--- src/rtl/robertsons_arbiter.sv ---
// Round-robin front end that shares one Robertson's multiplier core among NREQ requesters.
// A watchdog turns a hung core into an error response.
module robertsons_arbiter #(
    parameter int NREQ    = 4,
    parameter int WIDTH   = 8,
    parameter int TIMEOUT = 64
) (
    input  logic                    clk,
    input  logic                    reset,
    input  logic [NREQ-1:0]         req,
    input  logic [NREQ*WIDTH-1:0]   req_a,
    input  logic [NREQ*WIDTH-1:0]   req_b,
    output logic [NREQ-1:0]         gnt,
    output logic [NREQ-1:0]         rsp_valid,
    output logic [2*WIDTH-1:0]      rsp_product,
    output logic                    rsp_err,
    output logic                    busy,
    output logic                    mul_start,
    output logic [WIDTH-1:0]        mul_multiplier,
    output logic [WIDTH-1:0]        mul_multiplicand,
    input  logic [2*WIDTH-1:0]      mul_product,
    input  logic                    mul_done
);

    localparam int IW = $clog2(NREQ);
    localparam int TW = $clog2(TIMEOUT);

    typedef enum logic [1:0] {IDLE, START, WAIT, RESP} state_t;

    state_t        state, state_nxt;
    logic [IW-1:0] rr_ptr, idx, sel;
    logic          any_req;
    logic [TW-1:0] timer;
    logic          err_q;
    logic          done_ok, timeout_hit;

    // timer == 0 marks the first WAIT cycle, where mul_done may still be left over from the last op.
    assign done_ok     = (state == WAIT) && (timer != '0) && mul_done;
    assign timeout_hit = (state == WAIT) && (timer == TW'(TIMEOUT - 1));

    // Scan downward so the requester closest to rr_ptr is the last, and winning, assignment.
    always_comb begin
        logic [IW:0] j;
        // NOTE: defaults first; any path that skipped an assignment would otherwise infer a latch.
        sel     = '0;
        any_req = 1'b0;
        j       = '0;
        for (int k = NREQ - 1; k >= 0; k--) begin
            j = {1'b0, rr_ptr} + (IW+1)'(k);
            if (j >= (IW+1)'(NREQ)) j = j - (IW+1)'(NREQ);
            if (req[j[IW-1:0]]) begin
                sel     = j[IW-1:0];
                any_req = 1'b1;
            end
        end
    end

    always_ff @(posedge clk or posedge reset) begin
        if (reset) state <= IDLE;
        else       state <= state_nxt;
    end

    always_comb begin
        state_nxt = state;
        case (state)
            IDLE:    if (any_req) state_nxt = START;
            START:   state_nxt = WAIT;
            WAIT:    if (done_ok || timeout_hit) state_nxt = RESP;
            RESP:    state_nxt = IDLE;
            default: state_nxt = IDLE;
        endcase
    end

    always_ff @(posedge clk or posedge reset) begin
        // NOTE: non-blocking so every register samples pre-edge values regardless of statement order.
        if (reset) begin
            rr_ptr           <= '0;
            idx              <= '0;
            timer            <= '0;
            err_q            <= 1'b0;
            rsp_product      <= '0;
            mul_multiplier   <= '0;
            mul_multiplicand <= '0;
        end else begin
            case (state)
                IDLE: if (any_req) begin
                    idx              <= sel;
                    mul_multiplier   <= req_a[int'(sel)*WIDTH +: WIDTH];
                    mul_multiplicand <= req_b[int'(sel)*WIDTH +: WIDTH];
                end
                START: timer <= '0;
                WAIT: begin
                    timer <= timer + 1'b1;
                    // Checking done first lets a completion win over a same-cycle timeout.
                    if (done_ok) begin
                        rsp_product <= mul_product;
                        err_q       <= 1'b0;
                    end else if (timeout_hit) begin
                        rsp_product <= '0;
                        err_q       <= 1'b1;
                    end
                end
                RESP: rr_ptr <= (idx == IW'(NREQ - 1)) ? '0 : idx + 1'b1;
                default: ;
            endcase
        end
    end

    assign gnt       = (state == START) ? (NREQ'(1) << idx) : '0;
    assign rsp_valid = (state == RESP)  ? (NREQ'(1) << idx) : '0;
    assign rsp_err   = (state == RESP) && err_q;
    assign mul_start = (state == START);
    assign busy      = (state != IDLE);

endmodule

--- config.mk ---
export PLATFORM = sky130hd
export DESIGN_NAME = robertsons_arbiter
export DESIGN_NICKNAME = d
export VERILOG_FILES = /design/src/rtl/robertsons_arbiter.sv
export SDC_FILE = /design/constraint.sdc
export NUM_CORES = 1
export LEC_CHECK = 0
export CORE_MARGIN = 2
export CORE_UTILIZATION = 40
export CTS_CLUSTER_SIZE = 8
export DETAILED_ROUTE_END_ITERATION = 8
export HOLD_SLACK_MARGIN = 0.15
export PLACE_DENSITY = 0.83
export SETUP_SLACK_MARGIN = 0.2
export SYNTH_ARGS = -nofsm -noshare
export SYNTH_HDL_FRONTEND = slang
export SYNTH_SLANG_ARGS = --single-unit
--- constraint.sdc ---
create_clock -name clk -period 2.3 [get_ports clk]
set_clock_uncertainty 0.2 [all_clocks]
set_input_delay 0.23 -clock clk [delete_from_list [all_inputs] [get_ports clk]]
set_output_delay 0.23 -clock clk [all_outputs]
set_load 0.005 [all_outputs]
==> out/metrics.json <==
{
  "first_global_vias": 2416,
  "clkTransAtPathRegs_ps": 90,
  "synthArstFlopShare": 1.00,
  "drive_gt1_frac": 0.128,
  "yosys.area.top_type_share": 0.437,
  "synth.net_count": 320,
  "timing_hold_violations_final": 0,
  "start_kind": "flop",
  "synth_sequential_area_ratio": 0.437,
  "htreeDepth": 2,
  "met3_length_um": 471,
  "finalNonFillerCells": 435,
  "worst_slew_pin_slew_ps": 502,
  "count_of_buffers_inserted_at_the_top_level_ports": 129,
  "n_antenna_cell": 0,
  "timing.final.max_slew_violations": 0,
  "globalRouteOverflowTotal": 0,
  "number_of_antenna_violations_at_the_first_check_in_global_routing": 0,
  "core_region_area_mm2": 0.00628,
  "placed_cells_incl_taps": 426,
  "commonest_cells_after_routing_fill_and_taps_aside": "sky130_fd_sc_hd__clkdlybuf4s50_1 (129), sky130_fd_sc_hd__dfrtp_1 (45), sky130_fd_sc_hd__mux2i_1 (32)",
  "fin_crit_ps": 2070,
  "synth_largest_area_cell": "sky130_fd_sc_hd__dfrtp_1",
  "final_nets": 454,
  "ys_top_cells_by_area": "sky130_fd_sc_hd__dfrtp_1 (44%), sky130_fd_sc_hd__mux2i_1 (12%), sky130_fd_sc_hd__o221ai_2 (5.8%)",
  "io_pins": 130,
  "setup_tns_ps": 0,
  "gpl.final_weighted_congestion": 0.757,
  "postRouteAntennaNets": 0,
  "die_x_um": 84.3,
  "final.period_utilization": 0.901,
  "clock.fmax_mhz": 482,
  "max_stage_delay_ps": 490,
  "dpl.hpwl_um": 5170,
  "grt_setup_unrepaired": "true",
  "cts.repair_timing.setup_buffer_count": 0,
  "highest_layer": "met4",
  "final-setup-viol-count": 0,
  "worst-endpoint-required_ps": 1870,
  "timing.critical_path.cells": "inv_1 > ha_2 > and2_1 > clkdlybuf4s50_1",
  "synth-main-ff-cell": "sky130_fd_sc_hd__dfrtp_1",
  "ir_drop_v": 0.000604,
  "postSynthCellCount": 223,
  "avgViaCountPerCell": 5.14,
  "cap_viol_max_count": 0,
  "synthesized_area_divided_by_synthesized_cell_count_um2": 11.6,
  "cts-buffers-inserted": 5,
  "wire_length_on_met1_um": 2810,
  "slew-limit-headroom": 0.665,
  "power_density_mw_per_mm2": 1070,
  "clock_tree.root_cell": "sky130_fd_sc_hd__clkbuf_8",
  "ys_types": 41,
  "area.growth.synth_to_final_pct": 59.0,
  "total_leakage_power_nw": 1.82,
  "drc": 0,
  "design.die.area_mm2": 0.00710,
  "wl_met2_um": 3360,
  "insertion_delay_ps": 290,
  "cp.buffers_inverters": 2,
  "timing_worst_setup_path_type": "reg2out",
  "slowest_stage": "sky130_fd_sc_hd__clkdlybuf4s50_1",
  "routedWlPerCell_um": 15.5,
  "worst-path-max-fanout": 5,
  "yosys_warnings": 0,
  "utilization": 0.653,
  "die_height_um": 84.3,
  "max-clock-path-buffers": 2,
  "hold_path_class": "reg2reg",
  "clock_tree_from_tritoncts": "yes",
  "initial_utilization": 0.411,
  "route.final.wire_length_um": 6740,
  "grt_first_pass_wirelength_um": 11300,
  "layout.cells.most_common": "sky130_fd_sc_hd__clkdlybuf4s50_1",
  "globalRouteTotalUtil": 0.195,
  "synth_edf_count": 0,
  "count_of_routing_violations_after_the_opening_detailed_route_iteration": 61,
  "dr_total_vias": 2236,
  "cp-end-kind": "output port",
  "numClockSinks": 45,
  "arrival_time_at_the_worst_endpoint_ps": 1640,
  "result_of_the_run": "completed",
  "drt_pass1_iterations": 6,
  "timing.critical_path.max_delay_family": "buffers and inverters",
  "std_cell_rows": 29,
  "postSynthRegisterBits": 45,
  "pin_count_of_the_biggest_net_entering_global_routing": 34,
  "syn_area_mm2": 0.00258
}
## state kept, by name (all words and copies together) (netlist names)
| signal | count |
|---|---|
| state | 2 |
| rsp_product | 16 |
| idx | 2 |
| err_q | 1 |
| mul_multiplier | 8 |
| timer | 6 |
| rr_ptr | 2 |
| mul_multiplicand | 8 |
## kinds of logic (layout without fill, tap and decap cells)
family,after synthesis,count (layout),synth area share
simple gates,57,57,0.119
compound gates,51,51,0.193
flops,45,45,0.437
mux,33,33,0.129
buf+inv,26,161,0.0708
fa+ha+maj,10,10,0.0485
xor+xnor,1,1,0.00340
## layout make-up
| type | count | area (um^2) |
|---|---|---|
| clock buffers | 6 | 82.6 |
| clock inverters | 2 | 37.5 |
| fillers | 510 | 2180 |
| inverters | 13 | 48.8 |
| multi-input cells | 152 | 1280 |
| flip-flops and latches | 45 | 1130 |
| well taps | 77 | 96.3 |
| repair buffers | 140 | 1430 |
## Yosys cell counts (2+ instances only)
master                     count
sky130_fd_sc_hd__buf_2         2
sky130_fd_sc_hd__nor2b_1       2
sky130_fd_sc_hd__clkbuf_1      2
sky130_fd_sc_hd__and2_1        9
sky130_fd_sc_hd__nand3_1       4
sky130_fd_sc_hd__o221ai_1      6
sky130_fd_sc_hd__mux2i_1      32
sky130_fd_sc_hd__nor2_1        5
sky130_fd_sc_hd__dfrtp_1      45
sky130_fd_sc_hd__inv_1        12
sky130_fd_sc_hd__a21oi_1       3
sky130_fd_sc_hd__nor4_2        2
sky130_fd_sc_hd__nand2b_1      2
sky130_fd_sc_hd__ha_1         10
sky130_fd_sc_hd__buf_8         2
sky130_fd_sc_hd__nand4_1       2
sky130_fd_sc_hd__nand2_1      25
sky130_fd_sc_hd__a22o_1       16
sky130_fd_sc_hd__o221ai_2     10
sky130_fd_sc_hd__buf_6         4
sky130_fd_sc_hd__o21ai_0       7
sky130_fd_sc_hd__o22ai_1       2
## power breakdown
| group | total (mW) | internal [mW] | leakage [nW] | switching [mW] |
|---|---|---|---|---|
| sequential | 1.36 | 1.13 | 0.569 | 0.223 |
| clock | 0.622 | 0.353 | 0.0574 | 0.269 |
| combinational | 2.40 | 1.40 | 1.19 | 1.00 |
## path summary, 6_finish.rpt
kind / startpoint / endpoint / slack [ps] / cells after the start
min: mul_multiplier[0] / mul_multiplier[0] / 290 / 2
min reg2reg: mul_multiplier[0] / mul_multiplier[0] / 290 / 2
max: state[1] / gnt[3] / 230 / 4
max reg2reg: state[0] / state[1] / 360 / 7
max in group asynchronous: reset / mul_multiplicand[3] / 760 / 4
min in group asynchronous: reset / rsp_product[15] / 640 / 3
## metal layers
metal  global-route usage  vias to the layer above
li1                     -                     1077
met1                0.239                     1062
met2                0.337                       86
met3               0.0551                       11
met4               0.0543                        0
met5                    0                        -
## metrics by stage
stage	power [mW]	instance area, um^2	hold WS [ps]	setup WS [ps]
after floorplan	2.73	2580	170	269
after global placement	3.71	3960	272	107
after detailed placement	3.78	3960	272	45.3
after CTS	4.43	4090	297	190
after global routing	4.72	4100	319	137
final	4.38	4100	292	227
## worst register-to-register path: stages, from the launching register on
cell and delay, ps:
sky130_fd_sc_hd__dfrtp_1 430, sky130_fd_sc_hd__inv_1 110, sky130_fd_sc_hd__ha_2 280, sky130_fd_sc_hd__nand2_1 90
sky130_fd_sc_hd__a21oi_2 180, sky130_fd_sc_hd__nor2_4 60, sky130_fd_sc_hd__a22oi_2 140, sky130_fd_sc_hd__mux2_1 340
## what timing repair did
item | CTS | global route
setup endpoints to repair | 6 | 14
hold endpoints to repair | 23 | 0
pin swaps | 0 | 0
resized for setup | 0 | 6
hold buffers | 1 | 0
(Power assumes the default switching activity.)
